**src/rtl/overload_frame_if.sv**
```systemverilog
// overload_frame_if
//  Bundles the bus-side and interframe-space-side signals of the overload
//  frame block.
//  slave  : the overload_frame block itself. It receives canRX and isOverload
//           and drives every status output.
//  master : the environment, i.e. the bus model or the interframe-space stage.
//  Signals:
//    canRX         sampled bus level (0 = dominant)
//    isOverload    overload request from the interframe-space stage
//    canTX         driven bus level (1 = recessive/idle)
//    endOverload   1-cycle pulse when the overload frame completes cleanly
//    overloadBusy  high while a frame is in progress
//    overloadCount number of frames in the current chain, saturating at 3
//    bitError      1-cycle pulse: recessive read while driving dominant
//    formError     1-cycle pulse: dominant bit inside the delimiter
//    stuckError    1-cycle pulse: too many dominant bits after the own flag
interface overload_frame_if;
    logic       canRX;
    logic       isOverload;
    logic       canTX;
    logic       endOverload;
    logic       overloadBusy;
    logic [1:0] overloadCount;
    logic       bitError;
    logic       formError;
    logic       stuckError;

    modport slave (
        input  canRX,
        input  isOverload,
        output canTX,
        output endOverload,
        output overloadBusy,
        output overloadCount,
        output bitError,
        output formError,
        output stuckError
    );

    modport master (
        output canRX,
        output isOverload,
        input  canTX,
        input  endOverload,
        input  overloadBusy,
        input  overloadCount,
        input  bitError,
        input  formError,
        input  stuckError
    );
endinterface

```
**src/rtl/overload_frame.sv**
```systemverilog
// overload_frame
//  Transmits the CAN overload flag when the interframe-space stage requests
//  it. The block tolerates flag superposition from other nodes, checks the
//  overload delimiter, and then pulses endOverload. A dominant level on the
//  last delimiter bit starts a chained overload frame. Bit, form and stuck
//  errors are reported as 1-cycle pulses. One bit is processed per
//  samplePoint rising edge, and every output is registered.
//  Ports:
//    samplePoint  bit clock; one rising edge per sampled bit
//    reset        synchronous, active-high; releases the bus immediately
//    bus          overload_frame_if.slave (see the interface for its signals)
module overload_frame #(
    parameter int FLAG_LEN  = 6,
    parameter int DELIM_LEN = 8,
    parameter int DOM_LIMIT = 14
) (
    input  logic             samplePoint,
    input  logic             reset,
    overload_frame_if.slave  bus
);
    localparam int FLAG_W  = $clog2(FLAG_LEN + 1);
    localparam int DELIM_W = $clog2(DELIM_LEN + 1);
    localparam int DOM_W   = $clog2(DOM_LIMIT + 1);

    // Counter values seen on the edge that completes each phase
    localparam logic [FLAG_W-1:0]  FLAG_LAST  = FLAG_W'(FLAG_LEN - 1);
    localparam logic [DELIM_W-1:0] DELIM_LAST = DELIM_W'(DELIM_LEN - 1);
    localparam logic [DOM_W-1:0]   DOM_LAST   = DOM_W'(DOM_LIMIT - 1);

    typedef enum logic [1:0] {IDLE, FLAG, WAIT_REC, DELIM} state_t;

    state_t             state, stateNext;
    logic [FLAG_W-1:0]  flagCnt, flagCntNext;
    logic [DOM_W-1:0]   domCnt, domCntNext;
    logic [DELIM_W-1:0] delimCnt, delimCntNext;
    logic [1:0]         count, countNext;
    logic               canTx, canTxNext;
    logic               busy;
    logic               endPulse, endNext;
    logic               bitErr, bitErrNext;
    logic               formErr, formErrNext;
    logic               stuckErr, stuckErrNext;

    always_comb begin
        stateNext    = state;
        flagCntNext  = flagCnt;
        domCntNext   = domCnt;
        delimCntNext = delimCnt;
        countNext    = count;
        canTxNext    = canTx;
        endNext      = 1'b0;
        bitErrNext   = 1'b0;
        formErrNext  = 1'b0;
        stuckErrNext = 1'b0;
        case (state)
            IDLE: begin
                if (bus.isOverload) begin
                    stateNext   = FLAG;
                    canTxNext   = 1'b0;
                    flagCntNext = '0;
                    countNext   = 2'd1;
                end
            end
            FLAG: begin
                if (bus.canRX) begin
                    // Recessive read while we drive dominant: abandon the frame
                    bitErrNext = 1'b1;
                    canTxNext  = 1'b1;
                    stateNext  = IDLE;
                end else begin
                    flagCntNext = flagCnt + FLAG_W'(1);
                    if (flagCnt == FLAG_LAST) begin
                        stateNext  = WAIT_REC;
                        canTxNext  = 1'b1;
                        domCntNext = '0;
                    end
                end
            end
            WAIT_REC: begin
                if (bus.canRX) begin
                    // This recessive bit is already the first delimiter bit
                    stateNext    = DELIM;
                    delimCntNext = DELIM_W'(1);
                end else if (domCnt == DOM_LAST) begin
                    stuckErrNext = 1'b1;
                    domCntNext   = '0;
                end else begin
                    domCntNext = domCnt + DOM_W'(1);
                end
            end
            DELIM: begin
                if (bus.canRX) begin
                    delimCntNext = delimCnt + DELIM_W'(1);
                    if (delimCnt == DELIM_LAST) begin
                        stateNext = IDLE;
                        endNext   = 1'b1;
                    end
                end else if (delimCnt == DELIM_LAST) begin
                    // Dominant on the last delimiter bit chains a new overload frame
                    stateNext   = FLAG;
                    canTxNext   = 1'b0;
                    flagCntNext = '0;
                    countNext   = (count == 2'd3) ? 2'd3 : count + 2'd1;
                end else begin
                    formErrNext = 1'b1;
                    stateNext   = IDLE;
                end
            end
            default: begin
                stateNext = IDLE;
                canTxNext = 1'b1;
            end
        endcase
    end

    always_ff @(posedge samplePoint) begin
        if (reset) begin
            state    <= IDLE;
            flagCnt  <= '0;
            domCnt   <= '0;
            delimCnt <= '0;
            count    <= 2'd0;
            canTx    <= 1'b1;
            busy     <= 1'b0;
            endPulse <= 1'b0;
            bitErr   <= 1'b0;
            formErr  <= 1'b0;
            stuckErr <= 1'b0;
        end else begin
            state    <= stateNext;
            flagCnt  <= flagCntNext;
            domCnt   <= domCntNext;
            delimCnt <= delimCntNext;
            count    <= countNext;
            canTx    <= canTxNext;
            busy     <= (stateNext != IDLE);
            endPulse <= endNext;
            bitErr   <= bitErrNext;
            formErr  <= formErrNext;
            stuckErr <= stuckErrNext;
        end
    end

    assign bus.canTX         = canTx;
    assign bus.endOverload   = endPulse;
    assign bus.overloadBusy  = busy;
    assign bus.overloadCount = count;
    assign bus.bitError      = bitErr;
    assign bus.formError     = formErr;
    assign bus.stuckError    = stuckErr;
endmodule
```
**src/flat_wrapper.sv**
```systemverilog
// flat-port wrapper written by rule: the top's interface ports become plain ports
module overload_frame_flat 
#(
    parameter int FLAG_LEN  = 6,
    parameter int DELIM_LEN = 8,
    parameter int DOM_LIMIT = 14
)
  (samplePoint, reset, bus_canRX, bus_isOverload, bus_canTX, bus_endOverload, bus_overloadBusy, bus_overloadCount, bus_bitError, bus_formError, bus_stuckError);
  overload_frame_if bus_i ();
  input  logic samplePoint;
  input  logic reset;
  input wire logic [$bits(bus_i.canRX)-1:0] bus_canRX;
  input wire logic [$bits(bus_i.isOverload)-1:0] bus_isOverload;
  output wire logic [$bits(bus_i.canTX)-1:0] bus_canTX;
  output wire logic [$bits(bus_i.endOverload)-1:0] bus_endOverload;
  output wire logic [$bits(bus_i.overloadBusy)-1:0] bus_overloadBusy;
  output wire logic [$bits(bus_i.overloadCount)-1:0] bus_overloadCount;
  output wire logic [$bits(bus_i.bitError)-1:0] bus_bitError;
  output wire logic [$bits(bus_i.formError)-1:0] bus_formError;
  output wire logic [$bits(bus_i.stuckError)-1:0] bus_stuckError;
  assign bus_i.canRX = bus_canRX;
  assign bus_i.isOverload = bus_isOverload;
  assign bus_canTX = bus_i.canTX;
  assign bus_endOverload = bus_i.endOverload;
  assign bus_overloadBusy = bus_i.overloadBusy;
  assign bus_overloadCount = bus_i.overloadCount;
  assign bus_bitError = bus_i.bitError;
  assign bus_formError = bus_i.formError;
  assign bus_stuckError = bus_i.stuckError;
  overload_frame #(.FLAG_LEN(FLAG_LEN), .DELIM_LEN(DELIM_LEN), .DOM_LIMIT(DOM_LIMIT)) u_core (.samplePoint(samplePoint), .reset(reset), .bus(bus_i));
endmodule
```
**config.mk**
```make
export PLATFORM = sky130hd
export DESIGN_NAME = overload_frame_flat
export DESIGN_NICKNAME = d
export VERILOG_FILES = /design/src/rtl/overload_frame_if.sv /design/src/rtl/overload_frame.sv /design/src/flat_wrapper.sv
export SDC_FILE = /design/constraint.sdc
export NUM_CORES = 1
export LEC_CHECK = 0
export CAP_MARGIN = 10
export CORE_MARGIN = 10
export CORE_UTILIZATION = 50
export DETAILED_ROUTE_END_ITERATION = 10
export GPL_TIMING_DRIVEN = 0
export PLACE_DENSITY = 0.79
export SKIP_LAST_GASP = 1
export SLEW_MARGIN = 40
export SYNTH_ARGS = -nofsm -noshare
export SYNTH_HDL_FRONTEND = slang
export SYNTH_SLANG_ARGS = --single-unit
```
**constraint.sdc**
```tcl
create_clock -name samplePoint -period 4.1 [get_ports samplePoint]
set_input_delay 1.025 -clock samplePoint [delete_from_list [all_inputs] [get_ports samplePoint]]
set_output_delay 1.025 -clock samplePoint [all_outputs]
set_load 0.02 [all_outputs]
```
======== After elaboration in Yosys (flattened, before gate mapping) ========
Index checks and enable logic that the tools add are counted.
operators by class
  add/subtract/negate cells ............... 4
  $mul .................................... 0
  div/mod/pow operators ................... 0
  magnitude comparators ................... 0
  equal/unequal tests ..................... 16
  shift-type cells ........................ 0
  mux-type cells .......................... 36
  bitwise operators ....................... 4
  reductions and logical operators ........ 15
operators by type and width
  operator               count
  $mux W4                6
  $mux W2                10
  $pmux W4 S2            2
  $mux W3                4
  $ne A2 B2 Y1 const B   6
  $mux W1                10
  $reduce_and A5 Y1      2
  $pmux W3 S3            1
  $reduce_or A3 Y1       3
  $add A4 B1 Y4 const B  2
  $pmux W2 S4            1
  $reduce_and A4 Y1      2
  $reduce_bool A2 Y1     4
  $eq A2 B2 Y1 const B   3
  $eq A4 B3 Y1 const B   1
  $eq A4 B4 Y1 const B   1
  $ne A2 B1 Y1 const B   2
  $not A1 Y1             4
  $pmux W2 S2            1
  $add A3 B1 Y3 const B  1
  $eq A3 B3 Y1 const B   1
  $ne A3 B2 Y1 const B   1
  $pmux W1 S3            1
  $reduce_and A3 Y1      1
  5 further kinds        5
word-level totals
  bits in registers ....................... 21
  bits in latches ......................... 0
  memory bits (writable) .................. 0
  memory bits (read-only) ................. 0
  bits of input ports ..................... 4
  word-level logic and storage cells ...... 86
  memories ................................ 0

======== Depth between registers and ports, before layout ========
Gate-level depths: netlist (run 1).
  depth in word-level cells ............... 5
  gate-level depth with buffers ........... 6
  gate-level depth less buffers ........... 6

======== Worst setup path after synthesis (run 1) ========
Ideal clock, no wire load.
  path type ............................... input port to flip-flop
  from .................................... in bus_canRX
  to ...................................... reg u_core.flagCnt[2]
  library setup time ...................... 86 ps
  arrival time ............................ 1950 ps
  data required time ...................... 4014 ps
  slack ................................... 2065 ps
  stages on the path ...................... 5
  cells stage by stage .................... buf_2 -> nand2b_1 -> a211o_1 -> a21o_1 -> a211oi_1
on the way
  longest elaborated chain between the ends .. 2
  elaborated cells between the ends (all ways) .. 3
ends and longest elaborated chain
  item                                  RTL line               source
  start: declaration                    flat_wrapper.sv:12     input wire logic [$bits(bus_i.canRX)-1:0] bus_canRX;
  $ne A2 B2 Y1 (no source line)         -
  $reduce_and A5 Y1 (no source line) *  -
  end signal: assignment                overload_frame.sv:131  flagCnt <= flagCntNext;
  end: declaration                      overload_frame.sv:33   logic [FLAG_W-1:0] flagCnt, flagCntNext;
Every way passes the cells marked *; elsewhere a longest branch is shown, timed or not.
A chain may end at the register's enable or synchronous reset.

======== Worst setup path in the final report (run 1) ========
  from .................................... reg u_core.count[0], in the netlist u_core.bus.overloadCount[0]
  to ...................................... out bus_overloadCount[0]
RTL lines
  item                      RTL line               source
  start: declaration        overload_frame.sv:36   logic [1:0] count, countNext;
  start signal: assignment  overload_frame.sv:134  count <= countNext;
  end: declaration          flat_wrapper.sv:17     output wire logic [$bits(bus_i.overloadCount)-1:0] bus_overloadCount;
No word-level cell between the ends.

==> flow_metrics.env, run 1 <==
export IMPL_status="complete, no violations"
export IMPL_synth_area_um2=1030
export IMPL_coreArea_um2=1960
export IMPL_cts_buffers=3
export IMPL_sw_frac_of_total_pct=24.9
export IMPL_use_met1_pct=10.9
export IMPL_worst_pin_slew_ns=0.414
export IMPL_drtAntennaViolNets=0
export IMPL_worstSetupPathType="reg -> out"
export IMPL_synth_cell_types=39
export IMPL_final_common_cell="dfxtp_1"
export IMPL_fmax_ghz=0.427
export IMPL_die_w_um=65.5
export IMPL_routed_wirelength_um=1970
export IMPL_synth_top_area_share_pct=40.7
export IMPL_antenna_found_initial=0
export IMPL_cp_num_buf_inv=1
export IMPL_synthCells=115
export IMPL_slowest_stage="clkdlybuf4s50_1"
export IMPL_p_int_w=0.000263
export IMPL_hold_path_class="reg -> reg"
export IMPL_clock_sinks=21
export IMPL_skew_ns=0.00528
export IMPL_critPathMaxFanout=4
export IMPL_placed_area_um2=1170
export IMPL_synth_area_top_cells="dfxtp_1 41%, a21oi_1 6.3%, ha_1 6.1%, nand2b_1 4.8%, a21o_1 2.9%"
export IMPL_synth_avg_cell_area_um2=8.99
export IMPL_rows=16
export IMPL_place_gp_congestion=0.761
export IMPL_cellPowerDensity_nw_per_um2=293
export IMPL_drtIter0Drc=20
export IMPL_ys_ff_latch=21
export IMPL_busiest_layer="met2"
export IMPL_cap_violations=0
export IMPL_postLayoutCellArea_um2=1190
export IMPL_critPathLaunchType="flop"
export IMPL_grt_pass1_vias=812
export IMPL_vias=846
export IMPL_initial_core_util_pct=52.7
export IMPL_slew_viol_final=0
export IMPL_max_slew_margin_pct=72.4
export IMPL_final_hold_viol_count=0
export IMPL_fin_cells=156
export IMPL_die_y_um=65.5
export IMPL_grt_max_degree=13
export IMPL_ir_drop_mv=0.182
export IMPL_pwr_share_clk_pct=28.4
export IMPL_critical_path_top_delay_family="buffers and inverters"
export IMPL_fin_util_pct=60.9
export IMPL_routedWlPerCell_um=12.7
export IMPL_seqPwrFrac_pct=60.6
export IMPL_layout_common_cells="21 x dfxtp_1, 13 x a21oi_1, 10 x clkdlybuf4s50_1"
export IMPL_die_area_um2=4290
export IMPL_port_buffers=10
export IMPL_postCtsResizedCells=0
export IMPL_grt_pass1_wl_um=3350
export IMPL_min_period_ns=2.34
export IMPL_pwr_share_comb_pct=11.0
export IMPL_drive_gt1_share_pct=9.30
export IMPL_nNetsFinal=139
export IMPL_crit_required_ns=3.07
export IMPL_worstPathArrival_ns=1.32
export IMPL_leakagePower_nw=0.448
export IMPL_fin_setup_tns_ns=0
export IMPL_max_stage_delay_ns=0.62
export IMPL_syn_nets=124
export IMPL_track_usage_pct=9.65
export IMPL_cts_hold_buf=0
export IMPL_dp_hpwl_um=1510
export IMPL_cts_clk_slew_worst_paths_ns=0.12
export IMPL_cts_max_path_buffers=2
export IMPL_r2r_setup_slack_ns=2.43
export IMPL_endpoint_kind="output port"
export IMPL_ys_seq_area_share_pct=40.7
export IMPL_firstDrtPassIters=4
export IMPL_area_delta_synth_final_pct=15.6
export IMPL_finalSetupViolations=0
export IMPL_met2_usage_pct=15.0
export IMPL_yosys_area_top_type="dfxtp_1"
export IMPL_ios=12
export IMPL_grtUsageMet3_pct=3.22
export IMPL_grt_ovfl_total=0
export IMPL_rsz0062_at_grt="false"
export IMPL_cts_root_buf="clkbuf_4"
export IMPL_yosys_warnings=0
export IMPL_fin_crit_sh_pct=57.1
export IMPL_h_tree_depth=1
export IMPL_net_switching_power_w=0.0000872
export IMPL_worstPathCellList="clkdlybuf4s50_1"
export IMPL_fin_ws_ns=1.76
export IMPL_viasPerCell=5.42
export IMPL_dpl_cell_count=152
export IMPL_drc=0
export IMPL_n_antenna_cell=0
export IMPL_cts_tree="built"
export IMPL_cts_setup_buffers=0
export IMPL_pre_cts_ws_ns=1.56
export IMPL_clock_latency_ns=0.30
-- layout make-up --
class,instances,area [um^2]
buffer,5,26.3
clock buffer,3,22.5
clock inverter,1,5.00
fill,199,767
inverter,4,15.0
multi-input combinational,85,572
sequential,21,420
tap,27,33.8
timing repair buffer,10,100
-- cells by family after synthesis --
group / Yosys count / synth area share (%)
AOI/OAI and AO/OA: 30 / 18.8
adders and majority gates: 5 / 6.05
buffers and inverters: 9 / 3.99
DFF: 21 / 40.7
and+or+nand+nor: 50 / 30.5
-- synthesized netlist by cell type --
cell and number:
dfxtp_1 21, a21oi_1 13, nand2b_1 8, nand2_1 6, nor2_1 6, ha_1 5
nand3_1 5, a21o_1 4, inv_1 4, nand3b_1 4, buf_2 3, nor3_1 3
a211o_1 2, a211oi_1 2, nor2b_1 2, nor3b_1 2, o21ai_0 2, or3b_1 2
a311oi_1 1, a31oi_1 1, and2_1 1, and3_1 1, and3b_1 1, buf_4 1
clkbuf_1 1, nand2b_4 1, nand4_1 1, nand4b_1 1, nor3_2 1, nor4_1 1
nor4b_2 1, o211a_1 1, o211ai_1 1, o21bai_1 1, o22a_1 1, o31ai_1 1
or2_1 1, or3_1 1, or3b_4 1
-- worst paths after layout --
| kind | endpoint | start | depth (start not counted) |
|---|---|---|---|
| worst max-delay path | bus_overloadCount[0] | u_core.bus.overloadCount[0] | 1 |
| worst min-delay path | u_core.delimCnt[1] | u_core.delimCnt[1] | 2 |
| worst max register to register | u_core.domCnt[1] | u_core.domCnt[1] | 6 |
| worst min register to register | u_core.delimCnt[1] | u_core.delimCnt[1] | 2 |
-- metrics by stage --
stage / hold WS, ns / power (W)
floorplan: 0.449 / 0.000241
global placement: 0.461 / 0.000254
detailed placement: 0.476 / 0.000255
CTS: 0.492 / 0.000354
global route: 0.516 / 0.000367
finish: 0.489 / 0.000350
-- per-layer routing --
layer,vias to the layer above,share of wire [%]
li1,442,-
met1,390,49
met2,9,45
met3,5,4.3
met4,0,1.9
met5,-,0
-- sequential cells by signal (all words and copies together) (netlist names) --
signal,cells
u_core.state,2
u_core.bus.canTX,1
u_core.delimCnt,4
u_core.bus.formError,1
u_core.bus.bitError,1
u_core.bus.overloadBusy,1
u_core.bus.stuckError,1
u_core.flagCnt,3
u_core.bus.endOverload,1
u_core.domCnt,4
u_core.bus.overloadCount,2
-- power by group through the flow --
stage | Combinational (W) | Sequential [W] | Clock, W
after global placement | 0.0000379 | 0.000216 | 0
after CTS | 0.0000388 | 0.000212 | 0.000103
after global routing | 0.0000428 | 0.000213 | 0.000111
after floorplan | 0.0000217 | 0.000220 | 0
after detailed placement | 0.0000384 | 0.000217 | 0
final | 0.0000386 | 0.000212 | 0.0000992
Power figures use the tool's default switching activity.
==> inputs of run 2 (changes only) <==
==> constraint.sdc (replaced) <==
create_clock -name samplePoint -period 2.2 [get_ports samplePoint]
set_input_delay 0.55 -clock samplePoint [delete_from_list [all_inputs] [get_ports samplePoint]]
set_output_delay 0.55 -clock samplePoint [all_outputs]
set_load 0.02 [all_outputs]
==> results of run 2 <==
Same layout as run 1 (identical final DEF). Status: complete, no violations.
Main changes from that run: setup slack after placement 1.56 ns -> 0.131 ns; setup slack after layout 1.76 ns -> 0.333 ns; register-to-register setup slack 2.43 ns -> 0.53 ns; total power 0.000350 W -> 0.000652 W; worst IR drop on VDD 0.182 mV -> 0.339 mV
